==> src/rtl/imem_fetch_ctrl.sv <==
// Instruction fetch sequencer: owns the PC, absorbs the 1-cycle memory read
// latency and delivers one instruction per cycle to decode.
module imem_fetch_ctrl #(
  parameter int ADDR_W   = 11,
  parameter int DATA_W   = 32,
  parameter int RESET_PC = 0
) (
  input  logic              clk,
  input  logic              rst_n,
  output logic [ADDR_W-1:0] imem_addr,
  input  logic [DATA_W-1:0] imem_dout,
  input  logic              stall,
  input  logic              redirect_valid,
  input  logic [ADDR_W-1:0] redirect_pc,
  input  logic              halt_req,
  output logic [DATA_W-1:0] instr,
  output logic [ADDR_W-1:0] instr_pc,
  output logic              instr_valid,
  output logic              halted,
  output logic [31:0]       fetch_count
);

  // state   | meaning
  // FLUSH   | memory is reading pc; nothing to present yet
  // RUN     | imem_dout (or the hold register) is a valid instruction
  // HALTED  | fetch stopped until reset
  typedef enum logic [1:0] {
    S_FLUSH  = 2'd0,
    S_RUN    = 2'd1,
    S_HALTED = 2'd2
  } state_t;

  localparam logic [ADDR_W-1:0] RESET_PC_A = ADDR_W'(RESET_PC);
  localparam logic [ADDR_W-1:0] PC_ONE     = ADDR_W'(1);

  state_t              state_q, state_d;
  logic [ADDR_W-1:0]   pc_q, pc_d;
  logic [ADDR_W-1:0]   ipc_q, ipc_d;
  logic [31:0]         cnt_q, cnt_d;
  logic [DATA_W-1:0]   hold_q, hold_d;
  logic                hold_vld_q, hold_vld_d;

  always_ff @(posedge clk or negedge rst_n) begin
    if (!rst_n) begin
      state_q    <= S_FLUSH;
      pc_q       <= RESET_PC_A;
      ipc_q      <= '0;
      cnt_q      <= '0;
      hold_q     <= '0;
      hold_vld_q <= 1'b0;
    end else begin
      state_q    <= state_d;
      pc_q       <= pc_d;
      ipc_q      <= ipc_d;
      cnt_q      <= cnt_d;
      hold_q     <= hold_d;
      hold_vld_q <= hold_vld_d;
    end
  end

  always_comb begin
    state_d    = state_q;
    pc_d       = pc_q;
    ipc_d      = ipc_q;
    cnt_d      = cnt_q;
    hold_d     = hold_q;
    hold_vld_d = hold_vld_q;
    case (state_q)
      S_FLUSH: begin
        hold_vld_d = 1'b0;
        if (redirect_valid) begin
          pc_d = redirect_pc;
        end else begin
          state_d = S_RUN;
          pc_d    = pc_q + PC_ONE;
          ipc_d   = pc_q;
        end
      end
      S_RUN: begin
        if (halt_req) begin
          state_d    = S_HALTED;
          hold_vld_d = 1'b0;
        end else if (redirect_valid) begin
          state_d    = S_FLUSH;
          pc_d       = redirect_pc;
          hold_vld_d = 1'b0;
          if (!stall) cnt_d = cnt_q + 32'd1;
        end else if (stall) begin
          // memory moves on to pc while stalled, so keep the first-cycle data
          if (!hold_vld_q) begin
            hold_d     = imem_dout;
            hold_vld_d = 1'b1;
          end
        end else begin
          pc_d       = pc_q + PC_ONE;
          ipc_d      = pc_q;
          cnt_d      = cnt_q + 32'd1;
          hold_vld_d = 1'b0;
        end
      end
      S_HALTED: begin
        hold_vld_d = 1'b0;
      end
      default: begin
        state_d    = S_FLUSH;
        hold_vld_d = 1'b0;
      end
    endcase
  end

  assign imem_addr   = pc_q;
  assign instr_valid = (state_q == S_RUN);
  assign instr       = instr_valid ? (hold_vld_q ? hold_q : imem_dout) : '0;
  assign instr_pc    = ipc_q;
  assign halted      = (state_q == S_HALTED);
  assign fetch_count = cnt_q;

endmodule
==> config.mk <==
export PLATFORM = sky130hd
export DESIGN_NAME = imem_fetch_ctrl
export DESIGN_NICKNAME = d
export VERILOG_FILES = /design/src/rtl/imem_fetch_ctrl.sv
export SDC_FILE = /design/constraint.sdc
export NUM_CORES = 1
export LEC_CHECK = 0
export CAP_MARGIN = 0
export CORE_MARGIN = 2
export CORE_UTILIZATION = 46
export CTS_CLUSTER_SIZE = 12
export DETAILED_ROUTE_END_ITERATION = 8
export MAX_ROUTING_LAYER = met4
export PLACE_DENSITY_LB_ADDON = 0.25
export SETUP_SLACK_MARGIN = 0.5
export SLEW_MARGIN = 0
export SYNTH_ARGS = -nofsm -noshare
export SYNTH_HDL_FRONTEND = slang
export SYNTH_SLANG_ARGS = --single-unit
==> constraint.sdc <==
create_clock -name clk -period 2.6 [get_ports clk]
set_input_delay 0.65 -clock clk [delete_from_list [all_inputs] [get_ports clk]]
set_output_delay 0.65 -clock clk [all_outputs]
set_load 0.01 [all_outputs]
# Word-level counts from Yosys, hierarchy flattened
# Cells that the tools add are included.
[word_totals]
register_bits = 89
inputBits = 48
out_inout_bits = 88
elab_cells = 47
[classes]
add_sub_neg = 2
n_eq_ne = 8
mux = 20
bitwise = 4
n_reduce_logical = 7
[op_table]
columns = ["cell", "n"]
rows = [
  ["two-way mux 11 bit", 8],
  ["two-way mux 32 bit", 2],
  ["one-hot mux 11 bit (2 select lines)", 2],
  ["adder 32 x 1 -> 32 bit (second input constant)", 1],
  ["adder 11 x 1 -> 11 bit (second input constant)", 1],
  ["AND reduction 3 bit", 3],
  ["!= test 2 bit (second input constant)", 4],
  ["two-way mux 2 bit", 3],
  ["!= test 3 bit (second input constant)", 2],
  ["one-hot mux 2 bit (3 select lines)", 1],
  ["AND reduction 5 bit", 1],
  ["two-way mux 1 bit", 4],
  ["NOT 1 bit", 4],
  ["AND reduction 4 bit", 1],
  ["== test 2 x 1 -> 1 bit (second input constant)", 1],
  ["== test 2 bit (second input constant)", 1],
  ["logical NOT 2 bit", 1],
  ["nonzero test 2 bit", 1],
]

# Logic depth before layout (Yosys ltp)
# Gate-level depths: netlist of the first run.
[depth]
depth_word = 5
ltp_mapped = 8
mapped_depth_nobuf = 6

# Least setup slack after synthesis of the first run
# OpenSTA, ideal clock, no wires.
[synth_path]
path_kind = "input-to-reg"
start = "input port halt_req"
end = "register cnt_q[26] (netlist: fetch_count[26])"
setup_ns = 0.126
arrival_time_ns = 2.175
t_required_ns = 2.474
path_slack_ns = 0.299
stages = 6
path_buffers = 1
path_cell_list = "or4b_1 > buf_2 > nor4_4 > and3_1 > nand4_1 > xnor2_1"
[synth_via]
elab_chain_len = 2
[synth_lines]
columns = ["item", "line_no", "source"]
rows = [
  ["start: declaration", "15", "input logic halt_req,"],
  ["NOT 1 bit (no source line)", "--", ""],
  ["AND reduction 3 bit (no source line)", "--", ""],
  ["end signal: assignment", "55", "cnt_q <= cnt_d;"],
  ["end: declaration", "39", "logic [31:0] cnt_q, cnt_d;"],
]
# Every way passes these cells.
# A chain may end at the register's enable or synchronous reset.

# Worst setup path after layout of the first run
[layout_path]
start = "register hold_vld_q"
end = "output port instr[8]"
[layout_via]
elab_chain_len = 2
[layout_lines]
columns = ["item", "line_no", "source"]
rows = [
  ["start: declaration", "41", "logic hold_vld_q, hold_vld_d;"],
  ["start signal: assignment", "57", "hold_vld_q <= hold_vld_d;"],
  ["two-way mux 32 bit", "--", ""],
  ["two-way mux 32 bit", "113", "assign instr = instr_valid ? (hold_vld_q ? hold_q : imem_dout) : '0;"],
  ["end: declaration", "16", "output logic [DATA_W-1:0] instr,"],
]
# Every way passes these cells.

==> results.toml, run 1 <==
[global_routing]
met1_usage = 0.279
grt_usage = 0.213
grt_util_met2 = 0.333
grt.overflow.total = 0
grt_busiest_layer = "met2"
grt_pass1_wl_um = 16600
grt_max_degree = 54
grt_pass1_vias = 3470
grt.met3_usage = 0.0472
antenna_found_initial = 0

[place]
hpwl_um = 7220
portBuffers = 135
pre_cts_ws_ns = 0.0130
gp_congestion = 0.832

[sta]
final-max-slew-violation-count = 0
finalCritPeriodShare = 0.851
period_needed_ns = 2.21
fmax_mhz = 452
setup_tns_ns = 0
clock_skew_ns = 0.0120
setup_ws_ns = 0.386
slew-limit-headroom = 0.645
worst_pin_slew_ns = 0.531
hold_viol = 0
rsz0062_at_grt = "yes"
setup_viol = 0

[detailed_routing]
routed_via_density = 5.32
wl_per_cell_um = 16.1
dr.pass1.iters = 4
detail-route-antenna-nets = 0
drc = 0
drt_wl_total_um = 10700
drt_iter0_drc = 118
vias = 3540

[synth]
ys_ff_latch = 89
yosys_warnings = 0
netlist.area_leader.share = 0.516
synthTopCellsByArea = "dfrtp_1 52%, mux2_2 11%, mux2i_1 8.1%, nor2_1 4.4%, xnor2_1 4.3%"
yosysSeqAreaShare = 0.516
synth-edff-count = 0
synthArstFlopShare = 1.00
synth_ff_type = "dfrtp_1"
synth_area_um2 = 4310
syn_area_per_cell_um2 = 11.2
synthDominantAreaCellType = "dfrtp_1"
synthesis.nets = 436
synth_cell_types = 40
synth_cells = 386

[power_and_ir_drop]
power.density_nw_per_um2 = 791
vdd_drop_max_mv = 0.563
leakage_nw = 2.73

[clocking]
cts_max_level = 3
tritoncts = "yes"
clock-sinks = 89
clockRootBuffer = "clkbuf_8"
worstSkewPairLatency_ns = 0.36
clk_pin_slew_worst_paths_ns = 0.09
cts_buffers = 9
clockBufferDepth = 2

[die]
fp.coreArea_um2 = 9150
io_pins = 136
die_w_um = 101
initial_utilization = 0.471
dieArea_um2 = 10200
rows = 35
die_h_um = 101

[final_layout]
layout.nets = 599
n_antenna_cell = 0
drive_above_1_share = 0.282
area_growth_pct = 44.7

[run]
max_cap_violations = 0

[hold_path]
hold_class = "primary input to async pin"

[critical_path]
cp-end-kind = "output port"
crit_path_max_fanout = 6
critPathLaunchType = "flip-flop"
required_ns = 1.95
path_class = "flip-flop to output port"
crit_arrival_ns = 1.56

[run_status]
status = "complete, no violations"
## cells in the final DEF (no fill, tap or decap), types with 10 or more instances in the layout
master / Yosys / routed
buf_2: 5 / 27
buf_4: 0 / 23
clkbuf_8: 0 / 10
clkdlybuf4s50_1: 0 / 93
dfrtp_1: 89 / 77
dfrtp_2: 0 / 11
mux2_2: 42 / 42
mux2i_1: 35 / 32
nand2_1: 22 / 22
nand3_1: 12 / 12
nand4_1: 17 / 17
nor2_1: 51 / 47
o21ai_0: 11 / 11
xnor2_1: 21 / 21
xor2_1: 10 / 10
## cells in the mapped netlist (all sizes together) (6+ instances only)
cell    instances
buf             7
xor2           10
xnor2          21
mux2           43
o21ai          11
nand4          18
and3            6
nand2          22
mux2i          35
clkbuf         12
nor2           51
dfrtp          89
nand3          12
nor3            7
a21oi           7
## kinds of logic (layout without fill, tap and decap cells)
group           Yosys count  after routing  share of synthesized area
compound gates           31             31                     0.0455
buf+inv                  24            192                     0.0223
mux                      78             78                      0.194
simple gates            131            131                      0.153
flops                    89             89                      0.516
fa+ha+maj                 2              2                    0.00580
xor+xnor                 31             31                     0.0630
## layer usage
layer	routed length, µm	share of wire
met1	4890	0.46
met2	5060	0.47
met3	631	0.059
met4	144	0.013
met5	0	0
## state kept, by name, summed over array words and instances (netlist names)
| signal | count |
|---|---|
| state_q | 2 |
| hold_q | 32 |
| imem_addr | 11 |
| instr_pc | 11 |
| hold_vld_q | 1 |
| fetch_count | 32 |
## per-stage QoR
stage	area [µm²]	utilization	hold slack, ns	cells	power [mW]
after global routing	6240	0.682	0.290	665	5.26
after floorplan	4330	-	0.354	386	3.09
after global placement	5880	0.643	0.454	630	4.01
after CTS	6110	0.668	0.269	655	4.94
after detailed placement	5880	0.643	0.460	630	4.07
final	6240	0.682	0.253	665	4.93
## critical path: stages, from the launching register on
cell	delay [ns]
dfrtp_4	0.55
buf_12	0.16
buf_12	0.12
mux2i_2	0.13
nor2_1	0.10
buf_2	0.14
## power by group
group,total (mW),internal [mW],switching [mW]
sequential,2.21,1.85,0.366
clock,0.877,0.379,0.498
combinational,1.84,1.06,0.786
total,4.93,3.28,1.65
## path summary, 6_finish.rpt
check / start / end / slack [ns] / cells after the start
max in group asynchronous: rst_n / fetch_count[4] / 1.66 / 2
min reg2reg: fetch_count[31] / fetch_count[31] / 0.47 / 1
min: rst_n / hold_q[4] / 0.25 / 1
max reg2reg: state_q[1] / fetch_count[15] / 0.53 / 8
min in group clk: fetch_count[31] / fetch_count[31] / 0.47 / 1
max: hold_vld_q / instr[8] / 0.39 / 5
## repair_timing
item | CTS | global route
buffers inserted | 8 | 9
cloned | 1 | 1
gates resized for setup | 99 | 62
setup endpoints to repair | 47 | 54
pin swaps | 5 | 11
hold buffers | 0 | 0
## final cells by class
| class | instances | area [µm²] |
|---|---|---|
| Clock inverter | 5 | 37.5 |
| Fill cell | 709 | 2910 |
| Inverter | 5 | 22.5 |
| Clock buffer | 11 | 141 |
| Tap cell | 111 | 139 |
| Timing Repair Buffer | 171 | 1610 |
| Sequential cell | 89 | 2240 |
| Multi-Input combinational cell | 273 | 2050 |
Note: power is estimated with default switching activity, not from simulation.
==> run 2: changes to the inputs <==
==> constraint.sdc (replaced) <==
create_clock -name clk -period 2.6 [get_ports clk]
set_input_delay 0.52 -clock clk [delete_from_list [all_inputs] [get_ports clk]]
set_output_delay 0.52 -clock clk [all_outputs]
set_load 0.01 [all_outputs]
==> run 2 against run 1 <==
Worst hold slack lost 0.097 ns. Routed wire length decreased by 2.5%. Register-to-register slack improved by 0.02 ns. Final area down 1.9%. Cell count shrank 2.0%. Sequential cell count unchanged. Sequential share of layout area rose by 0.48 points. Total power is 1.0% higher. Clock skew increased by 0.0042 ns. Non-clock buffer count is 13 lower. Critical endpoint is now instr[27]. Largest cell class unchanged.
==> results.toml, run 2 (synthesis results as in run 1) <==
[run_status]
status = "complete, no violations"

[global_routing]
grt_max_degree = 48
grt_usage = 0.215
grt_pass1_vias = 3374
grt.overflow.total = 0
grt_pass1_wl_um = 16800
antenna_found_initial = 0

[final_layout]
multiInputGateArea_um2 = 2040
drive_above_1_share = 0.218
n_antenna_cell = 0
layout.nets = 586
regArea_um2 = 2230
fin_cells = 652
nFillCells = 736
final_cell_mix = "99 x clkdlybuf4s50_1, 87 x dfrtp_1, 50 x nor2_1"
area_growth_pct = 42.0
layout_commonest_cell = "clkdlybuf4s50_1"

[detailed_routing]
drt_wl_total_um = 10500
wl_met2_um = 5050
detail-route-antenna-nets = 0
top_layer = "met4"
drt_iter0_drc = 80
wl_per_cell_um = 16.0
wl_met1_um = 4790
drc = 0
vias = 3462
dr.pass1.iters = 4
routed_via_density = 5.31
wl_met3_um = 513

[sta]
setup_tns_ns = 0
finalCritPeriodShare = 0.792
period_needed_ns = 2.06
slew-limit-headroom = 0.598
hold_viol = 0
setup_viol = 0
setup_ws_ns = 0.542
worst_pin_slew_ns = 0.603
fmax_mhz = 486
clock_skew_ns = 0.0162
rsz0062_at_grt = "yes"
hold_ws_ns = 0.156
final-max-slew-violation-count = 0

[critical_path]
slowest_delay_ns = 0.51
cp_slowest_cell = "dfrtp_4"
required_ns = 2.08
path_cells = "buf_6 -> buf_12 -> mux2i_2 -> nor2_1 -> buf_2"
crit_arrival_ns = 1.54
critical_path.startpoint = "hold_vld_q"
timing.rr.start = "state_q[1]"
path_class = "flip-flop to output port"
cp-end-kind = "output port"
critPathLaunchType = "flip-flop"
crit_path_max_fanout = 8

[die]
fp.coreArea_um2 = 9150
io_pins = 136
die_w_um = 101
rows = 35
die_h_um = 101
initial_utilization = 0.471
dieArea_um2 = 10200

[clocking]
cts_buffers = 9
clock-sinks = 89
cts_max_level = 3
clockRootBuffer = "clkbuf_8"
worstSkewPairLatency_ns = 0.35
clk_pin_slew_worst_paths_ns = 0.10
tritoncts = "yes"
clockBufferDepth = 2

[place]
pre_cts_ws_ns = 0.0381
dp.cells = 626
hpwl_um = 7230
gp_congestion = 0.784
portBuffers = 135

[run]
max_cap_violations = 0

[power_and_ir_drop]
power.density_nw_per_um2 = 814
vdd_drop_max_mv = 0.627
leakage_nw = 2.68

[hold_path]
hold_class = "primary input to async pin"
==> run 2: cell types whose count changed in the layout (fill, tap and decap cells not counted), moves of 4 or more <==
cell / before / now
dlygate4sd2_1: 5 / 10
buf_12: 8 / 4
buf_2: 27 / 15
dfrtp_2: 11 / 1
buf_4: 23 / 16
dfrtp_1: 77 / 87
clkdlybuf4s50_1: 93 / 99
==> run 2: what timing repair did <==
action,4_1_cts,5_1_grt
pin swaps,0,3
resized for setup,80,32
setup buffers,8,1
hold buffers,0,0
cloned,0,1
endpoints found under the setup margin,44,35
==> run 2: final cells by class <==
type | instances | share of cell area
timing repair buffer | 158 | 0.244
tap | 111 | 0.0227
clock inverter | 5 | 0.0102
multi-input combinational | 273 | 0.333
clock buffer | 11 | 0.0231
inverter | 5 | 0.00306
sequential | 89 | 0.365
==> run 2: metal layers <==
metal / GRT usage / vias to the layer above
li1: - / 1654
met1: 0.290 / 1702
met2: 0.334 / 96
met3: 0.0409 / 10
met4: 0.0643 / 0
met5: - / -
==> run 2: worst max-delay path: cells and delay by family (launching register included) <==
family,cells,cell delay [ns]
simple gates,1,0.12
mux,1,0.15
buf+inv,3,0.42
flops,1,0.51
==> run 2: worst paths after layout <==
| kind | to | slack, ns | cells after the start |
|---|---|---|---|
| worst max register to register | fetch_count[26] | 0.55 | 6 |
| worst min-delay path | fetch_count[29] | 0.16 | 1 |
| min in group clk | fetch_count[31] | 0.49 | 1 |
| max in group asynchronous | state_q[1] | 1.75 | 2 |
| worst min register to register | fetch_count[31] | 0.49 | 1 |
| worst max-delay path | instr[27] | 0.54 | 5 |
==> run 2: metrics by stage <==
step,cell area [µm²],util,total power [mW]
4_1_cts,6090,0.665,5.01
3_3_place_gp,5860,0.640,3.98
5_1_grt,6120,0.669,5.31
6_report,6120,0.669,4.98
3_5_place_dp,5860,0.640,4.06
2_1_floorplan,4320,-,3.09
==> run 2: report_power, final <==
| group | switching, mW | total, mW | internal, mW |
|---|---|---|---|
| sequential | 0.360 | 2.20 | 1.84 |
| combinational | 0.772 | 1.81 | 1.04 |
| clock | 0.495 | 0.973 | 0.478 |
